<file path="src/rtl/mux_8x1_rr_arbiter.sv">
// Round-robin packet arbiter driving select/en of the 8-input mux; a grant is held until the owner's last beat is accepted.
// Optional idle-grant watchdog enabled by defining MUX_ARB_TIMEOUT_EN.
module mux_8x1_rr_arbiter #(
    parameter int TIMEOUT = 16
) (
    input  logic       clk,
    input  logic       rst_n,
    input  logic [7:0] req,
    input  logic [7:0] last,
    input  logic       out_ready,
    output logic [7:0] grant,
    output logic [2:0] select,
    output logic       en,
    output logic       out_valid,
    output logic       timeout
);

    typedef enum logic {IDLE = 1'b0, BUSY = 1'b1} state_t;

    state_t     state, state_nxt;
    logic [2:0] ptr, ptr_nxt;
    logic [2:0] pick, select_nxt;
    logic [7:0] grant_nxt;
    logic       en_nxt;
    logic       pick_vld;
    logic       accept;
    logic       release_pkt;
    logic       force_rel;

    if (TIMEOUT < 2) begin : g_bad_timeout
        $error("mux_8x1_rr_arbiter: TIMEOUT must be >= 2");
    end

    // Descending scan so the requester closest to ptr is the final (winning) assignment.
    always_comb begin
        pick     = ptr;
        pick_vld = 1'b0;
        for (int k = 7; k >= 0; k--) begin
            if (req[ptr + 3'(k)]) begin
                pick     = ptr + 3'(k);
                pick_vld = 1'b1;
            end
        end
    end

    assign accept      = (state == BUSY) && req[select] && out_ready;
    assign release_pkt = (accept && last[select]) || force_rel;
    assign out_valid   = en & req[select];

`ifdef MUX_ARB_TIMEOUT_EN
    localparam int WDOG_W = $clog2(TIMEOUT + 1);

    logic [WDOG_W-1:0] wdog;

    assign force_rel = (state == BUSY) && !req[select] && (wdog == WDOG_W'(TIMEOUT - 1));

    // wdog counts consecutive starved cycles of the current owner; it is already 0 on entry to BUSY.
    always_ff @(posedge clk or negedge rst_n) begin
        if (!rst_n) begin
            wdog    <= '0;
            timeout <= 1'b0;
        end else begin
            timeout <= force_rel;
            if (state != BUSY || req[select] || force_rel)
                wdog <= '0;
            else
                wdog <= wdog + 1'b1;
        end
    end
`else
    assign force_rel = 1'b0;
    assign timeout   = 1'b0;
`endif

    always_ff @(posedge clk or negedge rst_n) begin
        if (!rst_n) begin
            state  <= IDLE;
            ptr    <= 3'd0;
            grant  <= 8'd0;
            select <= 3'd0;
            en     <= 1'b0;
        end else begin
            state  <= state_nxt;
            ptr    <= ptr_nxt;
            grant  <= grant_nxt;
            select <= select_nxt;
            en     <= en_nxt;
        end
    end

    always_comb begin
        state_nxt = state;
        case (state)
            IDLE:    if (pick_vld) state_nxt = BUSY;
            BUSY:    if (release_pkt) state_nxt = IDLE;
            default: state_nxt = IDLE;
        endcase
    end

    // select is left untouched on release so the mux index stays stable while en is low.
    always_comb begin
        grant_nxt  = grant;
        select_nxt = select;
        en_nxt     = en;
        ptr_nxt    = ptr;
        case (state)
            IDLE: begin
                if (pick_vld) begin
                    select_nxt = pick;
                    grant_nxt  = 8'd1 << pick;
                    en_nxt     = 1'b1;
                end
            end
            BUSY: begin
                if (release_pkt) begin
                    grant_nxt = 8'd0;
                    en_nxt    = 1'b0;
                    ptr_nxt   = select + 3'd1;
                end
            end
            default: begin
                grant_nxt = 8'd0;
                en_nxt    = 1'b0;
            end
        endcase
    end

endmodule

</file>
<file path="config.mk">
export PLATFORM = sky130hd
export DESIGN_NAME = mux_8x1_rr_arbiter
export DESIGN_NICKNAME = d
export VERILOG_FILES = /design/src/rtl/mux_8x1_rr_arbiter.sv
export SDC_FILE = /design/constraint.sdc
export NUM_CORES = 1
export LEC_CHECK = 0
export CORE_AREA = 2 2 65 67
export DETAILED_ROUTE_END_ITERATION = 7
export DIE_AREA = 0 0 67 69
export PLACE_DENSITY_LB_ADDON = 0.1
export RECOVER_POWER = 50
export SLEW_MARGIN = 20
export SYNTH_ARGS = -nofsm -noshare
export SYNTH_HDL_FRONTEND = slang
export SYNTH_SLANG_ARGS = --single-unit
</file>
<file path="constraint.sdc">
create_clock -name clk -period 4 [get_ports clk]
set_clock_uncertainty 0.15 [all_clocks]
set_input_delay 0.4 -clock clk [delete_from_list [all_inputs] [get_ports clk]]
set_output_delay 0.4 -clock clk [all_outputs]
set_load 0.05 [all_outputs]
</file>
# --- Word level (Yosys, flattened, before mapping) ---
# Index checks and enable logic that the tools add are counted.
# W data, S select, Z words.
op_classes:
  n_mux: 45
  shift: 1
  reduce_logical: 6
  n_lt_le_gt_ge: 9
  n_eq_ne: 2
  add_sub_neg: 8
  bitwise: 2
op_table:
  columns: ["cell", "n"]
  rows:
  - ["$lt A3 B4 Y1 const B", 9]
  - ["$bmux W1 S3", 10]
  - ["$mux W3", 8]
  - ["$mux W1", 22]
  - ["$mux W8", 2]
  - ["$pmux W8 S2", 1]
  - ["$add A3 B3 Y3 const B", 4]
  - ["$shl A1 B3 Y8 const A", 1]
  - ["$add A3 B1 Y3 const B", 2]
  - ["$add A3 B2 Y3 const B", 2]
  - ["$reduce_and A2 Y1", 3]
  - ["$pmux W1 S2", 2]
  - ["$logic_and A1 B1 Y1", 3]
  - ["$ne A2 B1 Y1 const B", 1]
  - ["$ne A2 B2 Y1 const B", 1]
  - ["$and A1 B1 Y1", 1]
  - ["$not A1 Y1", 1]
word_totals:
  elab_cells: 78
  input_bits: 19
  out_inout_bits: 14
  ff_bits: 16

# --- Longest topological paths before layout ---
# Gate-level depths: netlist of the first run.
depth:
  ltp_word: 14
  ltp_mapped: 14
  ltp_nobuf: 9

# --- Worst setup path after synthesis of the first run ---
# Ideal clock, no wire load.
synth_path:
  path_type: "register to register"
  startpoint: "register ptr[1]"
  endpoint: "register grant[3]"
  required_ns: 3.729
  setup_slack_ns: 0.759
  setup_ns: 0.121
  path_buffers: 4
  stages_incl_launch_ff: 14
  arrival_ns: 2.970
  path_cell_list: "dfrtp_1 > buf_6 > buf_2 > clkinv_1 > ha_1 > buf_4 > buf_6 > mux2i_1 > mux4_2 > a311o_1 > a31oi_1 > o21a_2 > xnor2_1 > a32o_2"
synth_via:
  elab_chain_cells: 14
  elab_cells_between_ends: 44
synth_rtl:
  columns: ["element", "line", "rtl"]
  rows:
  - ["start: declaration", "21", "logic [2:0] ptr, ptr_nxt;"]
  - ["start signal: assignment", "84", "ptr <= ptr_nxt;"]
  - ["$add A3 B3 Y3", "39, 40", null]
  - ["$bmux W1 S3", "39", "if (req[ptr + 3'(k)]) begin"]
  - ["$mux W1 (implied by the code)", "39", null]
  - ["$mux W3 (8 in a row)", "39", null]
  - ["$shl A1 B3 Y8", "110", "grant_nxt = 8'd1 << pick;"]
  - ["$mux W8", "108", "if (pick_vld) begin"]
  - ["$pmux W8 S2", "106", "case (state)"]
  - ["end signal: assignment", "85", "grant <= grant_nxt;"]
  - ["end: declaration", "11", "output logic [7:0] grant,"]
# Parallel ways exist; a longest one is shown, timed or not. The select of a mux whose other input is x is not followed.
# A chain may end at the register's enable or synchronous reset.

# --- Worst setup path after layout of the first run ---
layout_path:
  startpoint: "register ptr[1]"
  endpoint: "register grant[4]"
# The elaborated chain is that of the path after synthesis.

==> impl_metrics.yaml, run 1 <==
route:
  finalWirelength_um: 4610
  initialDrtViolationCount: 178
  dr.pass1.iters: 4
  postRouteAntennaNets: 0
  drc_errors: 0
  vias_per_cell: 6.28
  vias: 1615
  wl_per_cell_um: 17.9
finish:
  nets: 231
  nFillCells: 363
  drive_gt1_frac: 0.169
  diodes: 0
  synthToLayoutAreaGrowth_pct: 17.7
  fin_area_mm2: 0.00215
  layoutNonFillerInstCount: 257
timing:
  tns_ns: 0
  fin_hold_ws_ns: 0.334
  clock.fmax_mhz: 273
  slew_headroom: 0.461
  fin_crit_ns: 3.67
  slew_violations: 0
  rsz0062_at_grt: "false"
  post-route-period-util: 0.917
  tightest_slew_ns: 0.804
  setup_viol: 0
  hold_viol: 0
min_path:
  worstHoldPathCells: 1
  hold_end: "grant[7]"
  min_from: "grant[7]"
  hold_path.class: "reg -> reg"
grt:
  grt_pass1_wl_um: 8110
  grt_max_degree: 19
  gr-total-overflow: 0
  antenna_found_initial: 0
  grt_usage: 0.222
  grt_pass1_vias: 1629
floorplanning:
  core_region_area_mm2: 0.00391
  io_pins: 33
  die_y_um: 69
  rows: 23
  start_util: 0.467
  die_area_mm2: 0.00462
  die_x_um: 67
placed_design:
  dp_hpwl_um: 3450
  gp_congestion: 0.868
  dp.cells: 254
  dpl_cell_area_mm2: 0.00211
  port_buffers: 31
clock_network:
  cts.sinks: 16
  cts_made_buffers: 3
  htree_num_levels: 1
  path_clk_slew_ns: 0.06
  clock_tree.buffer_depth: 2
  clock-root-buffer: "clkbuf_8"
  cts_tree: "done"
  postCtsSetupRepairBufs: 0
  postCtsResizedCells: 0
  cts_hold_buf: 0
  clkLatencyLatePin_ns: 0.25
logic_synthesis:
  synth.area.top_cells: "dfrtp_1 (22%), mux4_2 (12%), mux4_1 (7.2%)"
  yosysSeqAreaShare: 0.219
  synth-main-ff-cell: "dfrtp_1"
  syn_area_per_cell_um2: 9.98
  ys_warn_count: 0
  netlist_area_mm2: 0.00183
  postSynthCellCount: 183
  yosysTopAreaCell: "dfrtp_1"
  yosysMostFrequentCell: "dfrtp_1"
  synth_common_cells: "dfrtp_1 (16), nand2_1 (14), mux2i_1 (13), nor2_1 (12), inv_1 (11)"
  synth_nets: 205
  async_flop_share: 1.00
  synth-edff-count: 0
  synth_seq_cells: 16
  synth_top_area_share: 0.219
  yosysUniqueCellTypes: 53
critical_path:
  critPathMaxFanout: 16
  r2r_end: "grant[4]"
  cp.required_ns: 3.99
  r2r_start: "ptr[1]"
  cp-end-kind: "flip-flop"
  r2r_setup_slack_ns: 0.33
  crit_arrival_ns: 3.66
  critPathLaunchType: "flip-flop"
  path_class: "reg -> reg"
  cp-startpoint: "ptr[1]"
  reg2reg_depth: 8
run_status:
  status: "completed"
run:
  drv_cap: 0
-- cells in the final DEF (no fill, tap or decap), types with 2 or more instances in the layout --
cell / n
a22oi_1: 2
mux2_2: 7
a211oi_1: 2
nor2_1: 12
nand2b_1: 3
dlygate4sd3_1: 7
a32o_1: 3
o21ai_0: 6
nor3_1: 2
o211ai_1: 2
inv_1: 11
clkbuf_8: 3
dfrtp_1: 16
o32ai_1: 4
clkdlybuf4s50_1: 24
a31oi_1: 3
mux4_2: 10
or2_2: 2
and2_1: 4
xnor2_1: 3
or2b_2: 3
nand2_1: 14
mux2i_1: 13
a21o_1: 2
a21oi_1: 9
nand3_1: 4
o22ai_1: 2
nor2b_1: 2
mux4_1: 5
buf_4: 2
xor2_1: 2
ha_1: 3
-- cell type report --
| class | instances | area (um^2) | area share |
|---|---|---|---|
| inverter | 12 | 45.0 | 0.0210 |
| clock buffer | 3 | 41.3 | 0.0192 |
| multi-input combinational | 143 | 1270 | 0.593 |
| sequential | 16 | 400 | 0.186 |
| tap | 50 | 62.6 | 0.0291 |
| timing repair buffer | 33 | 325 | 0.151 |
-- logic make-up (layout without fill, tap and decap cells) --
| group | Yosys count | after routing | synth area share |
|---|---|---|---|
| multiplexers | 36 | 36 | 0.318 |
| adder cells (fa/ha/maj) | 3 | 3 | 0.0206 |
| AND/OR/NAND/NOR | 50 | 50 | 0.138 |
| buffers and inverters | 24 | 48 | 0.0829 |
| flip-flops | 16 | 16 | 0.219 |
| AO/OA/AOI/OAI | 47 | 47 | 0.186 |
| XOR/XNOR | 6 | 6 | 0.0329 |
| other | 1 | 1 | 0.00205 |
-- layer usage --
layer	global-route usage	up-vias	share of wire
met5	0	-	0
met4	0.0635	0	0.015
met3	0.0228	11	0.044
met2	0.347	69	0.49
met1	0.324	784	0.45
li1	-	751	-
-- per-stage QoR --
stage	util	setup WS [ns]
2_1_floorplan	-	0.759
3_3_place_gp	0.539	0.459
3_5_place_dp	0.539	0.395
4_1_cts	0.549	0.369
5_1_grt	0.549	0.0895
6_report	0.549	0.331
-- sequential cells by signal, summed over array words and instances, names as in the netlist --
| register | count |
|---|---|
| select | 3 |
| grant | 8 |
| ptr | 3 |
| state | 1 |
| en | 1 |
-- critical path: stages (launching register included) --
cell      delay (ns)
dfrtp_1         0.34
clkinv_1        0.20
ha_1            0.78
mux2i_1         0.15
mux4_2          0.57
and2_1          0.21
a31oi_1         0.63
nand2_1         0.23
o32ai_1         0.30
-- worst max-delay path by stage --
stage / end / slack [ns] / cells after the start
floorplan: grant[3] / 0.76 / 13
global placement: grant[3] / 0.46 / 8
detailed placement: grant[4] / 0.40 / 8
CTS: grant[4] / 0.37 / 8
global route: grant[4] / 0.09 / 8
finish: grant[4] / 0.33 / 8
Power of run 1 is left out: the tool's default activity adds up to more than one toggle a clock period on the data nets, which glitch-free logic cannot reach.
==> run 2, diff against run 1 <==
--- a/config.mk
+++ b/config.mk
@@ -5,11 +5,11 @@
 export SDC_FILE = /design/constraint.sdc
 export NUM_CORES = 1
 export LEC_CHECK = 0
-export CORE_AREA = 2 2 65 67
+export CORE_AREA = 2 2 62 64
 export DETAILED_ROUTE_END_ITERATION = 7
-export DIE_AREA = 0 0 67 69
+export DIE_AREA = 0 0 64 66
 export PLACE_DENSITY_LB_ADDON = 0.1
-export RECOVER_POWER = 50
+export RECOVER_POWER = 100
 export SLEW_MARGIN = 20
 export SYNTH_ARGS = -nofsm -noshare
 export SYNTH_HDL_FRONTEND = slang
==> impl_metrics.yaml, run 2 (synthesized netlist as in run 1, its figures left out) <==
run_status:
  status: "completed"
floorplanning:
  rows: 22
  die_x_um: 64
  core_region_area_mm2: 0.00355
  die_area_mm2: 0.00422
  io_pins: 33
  die_y_um: 66
  start_util: 0.514
route:
  drc_errors: 0
  wl_met3_um: 285
  wl_per_cell_um: 17.0
  wl_met2_um: 2110
  dr.pass1.iters: 5
  initialDrtViolationCount: 113
  met1_length_um: 1940
  vias: 1623
  postRouteAntennaNets: 0
  vias_per_cell: 6.32
  highest_layer: "met4"
  finalWirelength_um: 4370
critical_path:
  path_class: "reg -> reg"
  crit_arrival_ns: 3.54
  cp.required_ns: 4.05
  critPathLaunchType: "flip-flop"
  critPathMaxFanout: 16
  cp-end-kind: "flip-flop"
timing:
  setup_viol: 0
  tightest_slew_ns: 0.945
  rsz0062_at_grt: "false"
  fin_crit_ns: 3.50
  fin_hold_ws_ns: 0.351
  post-route-period-util: 0.874
  tns_ns: 0
  slew_violations: 0
  slew_headroom: 0.365
  hold_viol: 0
  clock.fmax_mhz: 286
  timing.final.ws_setup_ns: 0.504
finish:
  largest_reg_flops: 8
  top_regs: "grant (8), ptr (3), select (3)"
  multiInputGateArea_mm2: 0.00127
  nFillCells: 300
  nets: 232
  seqCellArea_um2: 400
  diodes: 0
  layoutNonFillerInstCount: 257
  final_cell_mix: "dfrtp_1 (16), clkdlybuf4s50_1 (16), dlygate4sd3_1 (15), nand2_1 (14), mux2i_1 (13)"
  synthToLayoutAreaGrowth_pct: 17.4
  drive_gt1_frac: 0.172
  top_register: "grant"
min_path:
  hold_path.class: "reg -> reg"
clock_network:
  htree_num_levels: 1
  postCtsSetupRepairBufs: 0
  clkLatencyLatePin_ns: 0.30
  postCtsResizedCells: 0
  clock-root-buffer: "clkbuf_4"
  cts_made_buffers: 3
  clock_tree.buffer_depth: 2
  cts_tree: "done"
  cts.sinks: 16
  path_clk_slew_ns: 0.09
  cts_hold_buf: 0
placed_design:
  gp_congestion: 0.841
  dp_hpwl_um: 3340
  dp.cells: 253
  port_buffers: 31
  dp_slack_ns: 0.542
grt:
  grt_usage: 0.225
  antenna_found_initial: 0
  grt_pass1_vias: 1555
  grt_max_degree: 19
  grt_pass1_wl_um: 7510
  gr-total-overflow: 0
run:
  drv_cap: 0
[run 2: cell types whose count changed in the layout (fill, tap and decap cells not counted), sizes merged]
cell,before,now
clkdlybuf4s50,24,16
buf,2,3
dlygate4sd3,7,15
clkbuf,3,4
[run 2: path summary, 6_finish.rpt]
check / slack [ns] / from / cells after the start / to
max: 0.50 / ptr[1] / 8 / grant[4]
min: 0.35 / grant[6] / 1 / grant[6]
max reg2reg: 0.50 / ptr[1] / 8 / grant[4]
min reg2reg: 0.35 / grant[6] / 1 / grant[6]
max in group asynchronous: 2.82 / rst_n / 1 / grant[5]
min in group asynchronous: 0.44 / rst_n / 1 / grant[2]
[run 2: per-layer routing]
layer | track usage | vias up
li1 | - | 755
met1 | 0.326 | 775
met2 | 0.368 | 87
met3 | 0.0290 | 6
met4 | 0.0299 | 0
met5 | 0 | -
[run 2: area by class of cell]
type,instances,share of cell area
clock buffers,4,0.0169
inverters,12,0.0210
multi-input cells,143,0.592
flip-flops and latches,16,0.187
well taps,48,0.0280
repair buffers,34,0.155
[run 2: stage by stage]
step                 util  area [um^2]
floorplan               -         1830
global placement    0.595         2110
detailed placement  0.595         2110
CTS                 0.605         2150
global route        0.604         2140
finish              0.604         2140
[run 2: critical path: stages (launching register included)]
cell and delay (ns):
dfrtp_1 0.37, clkinv_1 0.08, ha_1 0.72, mux2i_1 0.16
mux4_2 0.56, and2_0 0.20, a31oi_1 0.63, nand2_1 0.23
o32ai_1 0.29
Power of run 2 is left out for the same reason.
==> run 3, diff against run 2 <==
--- a/config.mk
+++ b/config.mk
@@ -6,6 +6,7 @@
 export NUM_CORES = 1
 export LEC_CHECK = 0
 export CORE_AREA = 2 2 62 64
+export CTS_CLUSTER_SIZE = 14
 export DETAILED_ROUTE_END_ITERATION = 7
 export DIE_AREA = 0 0 64 66
 export PLACE_DENSITY_LB_ADDON = 0.1
==> results of run 3 <==
Same layout as run 2: the final DEF is identical, and so are final timing and power.
Power of run 3 is left out for the same reason.
